## src/rtl/bpu_hist_queue.sv

```systemverilog
// Speculative/commit global history plus in-flight prediction FIFO feeding the choice PHT; upd_* one cycle after resolve.
// pred_ready drops when full, a mispredicting resolve flushes the queue; BPU_HIST_QUEUE_STAT_EN adds stat counters.
module bpu_hist_queue #(
  parameter int GHR_W = 8,
  parameter int DEPTH = 8
) (
  input  logic                     clk,
  input  logic                     rst,
  input  logic                     stallreq,
  input  logic                     pred_valid,
  input  logic [31:0]              pred_pc,
  input  logic                     pred_b,
  input  logic                     pred_g,
  input  logic                     pred_taken,
  output logic                     pred_ready,
  output logic [GHR_W-1:0]         pht_addr,
  input  logic                     resolve_valid,
  input  logic                     resolve_taken,
  output logic                     upd_valid,
  output logic [GHR_W-1:0]         upd_addr,
  output logic                     upd_b_ok,
  output logic                     upd_g_ok,
  output logic                     mispredict,
`ifdef BPU_HIST_QUEUE_STAT_EN
  output logic [15:0]              stat_mispred,
  output logic [15:0]              stat_disagree,
`endif
  output logic [$clog2(DEPTH):0]   occupancy
);

  localparam int AW = $clog2(DEPTH);

  typedef struct packed {
    logic [GHR_W-1:0] addr;
    logic             b;
    logic             g;
    logic             t;
  } entry_t;

  entry_t           r_mem [DEPTH];
  logic [AW:0]      r_head, r_tail;
  logic [GHR_W-1:0] r_spec_ghr, r_commit_ghr;
  logic             r_upd_valid, r_mispredict, r_upd_b_ok, r_upd_g_ok;
  logic [GHR_W-1:0] r_upd_addr;

  logic [AW:0]      w_occ;
  logic             w_push, w_pop, w_mis;
  entry_t           w_head_ent, w_new_ent;
  logic [GHR_W-1:0] w_pht_addr;
  logic [GHR_W+3:0] w_unused_pc;

  // Pointer difference modulo 2*DEPTH gives 0..DEPTH directly.
  assign w_occ      = r_tail - r_head;
  assign w_pht_addr = pred_pc[GHR_W+1:2] ^ r_spec_ghr;
  assign w_unused_pc = {pred_pc[31:GHR_W+2], pred_pc[1:0]};

  assign pred_ready = (w_occ != DEPTH[AW:0]);
  assign w_push     = pred_valid & pred_ready & ~stallreq;
  assign w_pop      = resolve_valid & ~stallreq & (w_occ != '0);
  assign w_head_ent = r_mem[r_head[AW-1:0]];
  assign w_mis      = w_pop & (w_head_ent.t != resolve_taken);
  assign w_new_ent  = '{addr: w_pht_addr, b: pred_b, g: pred_g, t: pred_taken};

  always_ff @(posedge clk) begin
    if (!rst && w_push && !w_mis) begin
      r_mem[r_tail[AW-1:0]] <= w_new_ent;
    end
  end

  always_ff @(posedge clk) begin
    if (rst) begin
      r_head       <= '0;
      r_tail       <= '0;
      r_spec_ghr   <= '0;
      r_commit_ghr <= '0;
      r_upd_valid  <= 1'b0;
      r_mispredict <= 1'b0;
      r_upd_addr   <= '0;
      r_upd_b_ok   <= 1'b0;
      r_upd_g_ok   <= 1'b0;
    end else begin
      r_upd_valid  <= w_pop;
      r_mispredict <= w_mis;
      if (w_pop) begin
        r_head       <= r_head + 1'b1;
        r_commit_ghr <= {r_commit_ghr[GHR_W-2:0], resolve_taken};
        r_upd_addr   <= w_head_ent.addr;
        r_upd_b_ok   <= (w_head_ent.b == resolve_taken);
        r_upd_g_ok   <= (w_head_ent.g == resolve_taken);
      end
      // Repair wins over any same-cycle push: younger entries and the push are wrong-path.
      if (w_mis) begin
        r_spec_ghr <= {r_commit_ghr[GHR_W-2:0], resolve_taken};
        r_tail     <= r_head + 1'b1;
      end else if (w_push) begin
        r_spec_ghr <= {r_spec_ghr[GHR_W-2:0], pred_taken};
        r_tail     <= r_tail + 1'b1;
      end
    end
  end

`ifdef BPU_HIST_QUEUE_STAT_EN
  logic [15:0] r_stat_mispred, r_stat_disagree;

  always_ff @(posedge clk) begin
    if (rst) begin
      r_stat_mispred  <= '0;
      r_stat_disagree <= '0;
    end else begin
      if (w_mis && r_stat_mispred != 16'hFFFF) begin
        r_stat_mispred <= r_stat_mispred + 16'd1;
      end
      if (w_pop && (w_head_ent.b != w_head_ent.g) && r_stat_disagree != 16'hFFFF) begin
        r_stat_disagree <= r_stat_disagree + 16'd1;
      end
    end
  end

  assign stat_mispred  = r_stat_mispred;
  assign stat_disagree = r_stat_disagree;
`endif

  assign pht_addr   = w_pht_addr;
  assign upd_valid  = r_upd_valid;
  assign upd_addr   = r_upd_addr;
  assign upd_b_ok   = r_upd_b_ok;
  assign upd_g_ok   = r_upd_g_ok;
  assign mispredict = r_mispredict;
  assign occupancy  = w_occ;

endmodule

```

## config.mk

```make
export PLATFORM = sky130hd
export DESIGN_NAME = bpu_hist_queue
export DESIGN_NICKNAME = d
export VERILOG_FILES = /design/src/rtl/bpu_hist_queue.sv
export SDC_FILE = /design/constraint.sdc
export NUM_CORES = 1
export LEC_CHECK = 0
export CAP_MARGIN = 20
export CORE_UTILIZATION = 55
export DETAILED_ROUTE_END_ITERATION = 10
export PLACE_DENSITY = 0.8
export SETUP_SLACK_MARGIN = 0.5
export SLEW_MARGIN = 30
export SYNTH_ARGS = -nofsm -noshare
export SYNTH_HDL_FRONTEND = slang
export SYNTH_SLANG_ARGS = --single-unit
```

## constraint.sdc

```tcl
create_clock -name clk -period 4.94 [get_ports clk]
set_input_delay 0.741 -clock clk [delete_from_list [all_inputs] [get_ports clk]]
set_output_delay 0.741 -clock clk [all_outputs]
set_load 0.005 [all_outputs]
```

Word-level counts from Yosys, hierarchy flattened
Memories as Yosys holds them, arrays and structs flattened. A register that Yosys moved wholly into a read port is not among the register bits. Cells that the tools add are included.

Bits in writable memories: 88. Output and inout port bits: 25. Memory bits (read-only): 0. Register bits: 35. Memories: 1. Bits in latches: 0. Bits of input ports: 41.

Memories: r_mem (depth 8, width 11, rd ports 1, clocked after Yosys merged registers in 1, wr ports 1, RTL line 40) `entry_t r_mem [DEPTH];`.

Equal/unequal tests: 4. Multiply operators: 0. Shift-type cells: 0. Reductions and logical operators: 6. Muxes and demuxes: 8. Div/mod/pow operators: 0. $add $sub $neg: 3. Order comparisons: 0. Bitwise operators: 7.

Operator list (number): $mux 8 (2); $add 4x1->4 const B (2); $mux 4 (2); $xor 8x8->8 (1); $mux 3 (2); $and 1x1->1 (5); $ne 4x4->1 const B (1); $reduce_bool 4->1 (1); $sub 4x4->4 (1); $eq 1x1->1 (2); $logic_and 1x1->1 (2); $logic_not 1->1 (2); $mux 1 (2); $reduce_bool 2->1 (1); $ne 1x1->1 (1); $not 1->1 (1).

Logic depth before layout (Yosys ltp)
Depth after elaboration: 8. Mapped depth: 12.

Least setup slack after synthesis
OpenSTA, ideal clock, no wires.

Kind: reg2reg. From: register r_tail[0]. To: memory r_mem[1][0] (netlist bit), enable pin. Setup slack: 1.334 ns. Period minus slack after synthesis: 3.606 ns. Buffers on the path: 1. Stages on the path, launching flop included: 11. Required time: 4.562 ns. Arrival time: 3.228 ns. Cell sequence: dfxtp_1 -> inv_1 -> ha_1 -> inv_1 -> fa_1 -> or3_1 -> o311ai_2 -> or2_1 -> buf_4 -> or4b_4 -> nor2_1.

Word-level cells in the longest chain between the ends: 8.

Ends and longest elaborated chain: start, declared (RTL line 41) `logic [AW:0] r_head, r_tail;`; start signal, assigned (RTL line 94) `r_tail <= r_head + 1'b1;`; start signal, assigned (RTL line 97) `r_tail <= r_tail + 1'b1;`; $sub 4x4->4 * (RTL line 53) `assign w_occ = r_tail - r_head;`; named net occupancy[1] (RTL line 28) `output logic [$clog2(DEPTH):0] occupancy`; $ne 4x4->1 / $reduce_bool 4->1 (equally long branches) (RTL line 57, 59); $and 1x1->1, on equally long branches (RTL line 58, 59); $and 1x1->1, on equally long branches (RTL line 58, 61); $logic_and 1x1->1 / $logic_not 1->1 (equally long branches) (RTL line 65) `if (!rst && w_push && !w_mis) begin`; $logic_and 1x1->1 * (RTL line 65); $mux 1 * (RTL line 65); $mux 1 (implied by the code) * (RTL line 66) `r_mem[r_tail[AW-1:0]] <= w_new_ent;`; end, declared (RTL line 40).

Mark *: on every way through the listed nets, which the timed path passes. The rest lies on a longest branch.

Worst setup path in the final report
From: register r_tail[0]. To: memory r_mem[0][10] (netlist bit), enable pin.

Word-level cells in the longest chain between the ends: 8.

Ends and longest elaborated chain (RTL line): $sub 4x4->4 (53); $ne 4x4->1 / $reduce_bool 4->1 (equally long branches) (57, 59); $and 1x1->1, on equally long branches (58, 59); $and 1x1->1, on equally long branches (58, 61); $logic_and 1x1->1 / $logic_not 1->1 (equally long branches) (65); $logic_and 1x1->1 (65); $mux 1 (65); $mux 1 (implied by the code) (66).

Several ways; a longest one is shown, not always the timed one.

==> impl_metrics.py <==
metrics = {
    "floorplanning": {
        "die_area_sq_um": 9660,
        "chipWidth_microns": 98.3,
        "start_util_pct": 57.6,
        "pin_count": 66,
        "fp.dieH_microns": 98.3,
        "core_area_sq_um": 8850,
        "rows": 34,
    },
    "timing": {
        "setup_viol": 0,
        "max-slew-margin-rel_pct": 49.5,
        "hold_viol": 0,
        "period_share_pct": 81.4,
        "rsz0062_at_grt": "false",
        "tns_ns": 0,
        "fin_crit_ns": 4.02,
        "tightest_slew_ns": 0.756,
        "skew_ns": 0.00756,
        "slew_viol_final": 0,
        "fmax_mhz": 249,
    },
    "synthesis": {
        "netlist.area_leader.share_pct": 51.8,
        "syn-cell-area_sq_um": 5100,
        "yosysWarnings": 0,
        "async_flop_share_pct": 0,
        "yosys.area.top_type": "edfxtp_1",
        "synth_cell_types": 37,
        "synth_edf_count": 88,
        "syn_inst": 333,
        "syn_nets": 380,
        "ys_seq_area_share_pct": 66.7,
        "dominantRegCellSynth": "edfxtp_1",
        "synthesis.area_per_instance_sq_um": 15.3,
        "synth_area_leaders": "edfxtp_1 52%, dfxtp_1 15%, mux4_2 9.7%",
        "ys_ff_latch": 126,
    },
    "critical_path": {
        "start_kind": "flip-flop",
        "cp_data_arrival_time_ns": 4.24,
        "end_kind": "flip-flop",
        "crit_buf_inv": 4,
        "max_stage_delay_ns": 0.51,
        "critical_path_class": "reg2reg",
        "required_ns": 5.16,
        "slowest_stage": "or4b_4",
        "critPathMaxFanout": 14,
        "crit_chain": "inv_1 > ha_1 > inv_1 > fa_1 > or3_1 > o311ai_2 > buf_4 > or2_1 > or4b_4 > nor3_2 > buf_4",
        "critical-path-top-delay-family": "simple AND/OR/NAND/NOR gates",
    },
    "final_layout": {
        "mostFrequentLayoutCells": "88 x edfxtp_1, 41 x clkdlybuf4s50_1, 38 x dfxtp_1, 33 x nor2_1, 22 x mux4_2",
        "fillCellCount": 564,
        "nNetsFinal": 436,
        "area_growth_syn_to_layout_pct": 22.8,
        "final_common_cell": "edfxtp_1",
        "antennaDiodeCount": 0,
        "drive_gt1_share_pct": 17.2,
        "stdcell_area_sq_um": 6260,
    },
    "clock_network": {
        "insertion_delay_ns": 0.52,
        "htree_levels": 4,
        "hold_buffers": 0,
        "clock_sinks": 126,
        "cts_tree": "yes",
        "cts_resized": 0,
        "root_buffer": "clkbuf_8",
        "cts_inserted_buffers": 17,
        "clk_pin_slew_ns": 0.06,
        "cts.path.max_buffers": 2,
        "post_cts_buffers": 0,
    },
    "global_routing": {
        "grt_max_degree": 40,
        "antenna_found_initial": 0,
        "grtUsageMet2_pct": 37.1,
        "grt_pass1_vias": 3096,
        "grt_pass1_wl_mm": 16.7,
        "grt_remaining_overflow": 0,
        "grtUsageTotal_pct": 24.1,
        "grt_use_met3_pct": 6.80,
        "use_met1_pct": 31.5,
        "grt_busiest_layer": "met2",
    },
    "routing": {
        "avgRoutedWirePerCell_microns": 20.6,
        "via_per_inst": 5.96,
        "first_iter_violations": 200,
        "vias": 3038,
        "route.detailed.drc": 0,
        "dr.pass1.iters": 6,
        "finalWirelength_mm": 10.5,
        "drtAntennaViolNets": 0,
    },
    "placed_design": {
        "io_buffers": 41,
        "dp_hpwl_mm": 6.01,
        "place_area_sq_um": 5670,
        "routabilityCongestion": 0.755,
    },
    "min_path": {
        "hold_class": "reg2reg",
    },
    "run_status": {
        "status": "complete, no violations",
    },
    "job": {
        "maxCapViolCount": 0,
    },
    "power": {
        "power_density_nw_per_um2": 607,
        "peakVddDrop_uv": 424,
        "p_leak_nw": 2.15,
    },
}
==> sequential cells by signal (all words and copies together) (netlist names), named ones only <==
signal / count
upd_addr: 8
r_mem: 88
r_spec_ghr: 8
upd_g_ok: 1
r_commit_ghr: 7
r_tail: 4
r_head: 4
upd_valid: 1
mispredict: 1
upd_b_ok: 1
==> report_power, final <==
part / total, mW / internal [mW] / switching (mW)
combinational: 1.12 / 0.555 / 0.568
sequential: 1.43 / 1.33 / 0.104
clock: 1.24 / 0.809 / 0.436
total: 3.80 / 2.69 / 1.11
==> final cells by class <==
type | instances | area, sq um | share of cell area, %
Clock inverter | 14 | 174 | 2.78
Multi-Input combinational cell | 181 | 1580 | 25.3
Sequential cell | 126 | 3400 | 54.3
Timing Repair Buffer | 56 | 523 | 8.35
Tap cell | 108 | 135 | 2.16
Clock buffer | 18 | 418 | 6.67
Inverter | 7 | 26.3 | 0.420
==> per-stage QoR <==
step / setup slack (ns) / power, mW / util [%] / cells / hold slack [ns]
floorplan: 1.33 / 2.12 / - / 333 / 0.437
global placement: 1.13 / 2.52 / 64.1 / 478 / 0.442
detailed placement: 1.02 / 2.56 / 64.1 / 478 / 0.464
CTS: 0.907 / 3.82 / 70.8 / 510 / 0.473
global route: 0.717 / 3.99 / 70.8 / 510 / 0.487
finish: 0.920 / 3.80 / 70.8 / 510 / 0.468
==> cells by family after synthesis <==
logic type | count (synthesis) | share of synthesized area (%)
flops | 126 | 66.7
simple gates | 73 | 6.48
mux | 43 | 14.1
compound gates | 39 | 5.40
buf+inv | 26 | 2.28
xor+xnor | 20 | 3.43
fa+ha+maj | 6 | 1.62
==> tightest hold or removal path, stage by stage, from the launching register on <==
cell and delay, ns:
dfxtp_1 0.31, nand2_1 0.05, a21oi_1 0.06
==> synthesized netlist by cell type, types with 6 or more instances <==
| library cell | count |
|---|---|
| buf_2 | 6 |
| edfxtp_1 | 88 |
| a211oi_1 | 20 |
| inv_1 | 6 |
| clkbuf_1 | 11 |
| xor2_1 | 12 |
| nor2_1 | 33 |
| a21oi_1 | 13 |
| xnor2_1 | 8 |
| nand2_1 | 21 |
| dfxtp_1 | 38 |
| mux2i_1 | 20 |
| mux4_2 | 22 |
==> final timing paths <==
kind / from / end / slack, ns / cells after the start
max: r_tail[0] / r_mem[0][10] / 0.92 / 11
min: r_commit_ghr[6] / r_commit_ghr[6] / 0.47 / 2
max reg2reg: r_tail[0] / r_mem[0][10] / 0.92 / 11
min reg2reg: r_commit_ghr[6] / r_commit_ghr[6] / 0.47 / 2
==> routing by layer <==
layer | share of wire [%] | up-vias | routed length (microns)
li1 | - | 1378 | -
met1 | 42 | 1521 | 4450
met2 | 48 | 112 | 5080
met3 | 5.7 | 27 | 602
met4 | 3.6 | 0 | 380
met5 | 0 | - | 0
Note: power is estimated with default switching activity, not from simulation.
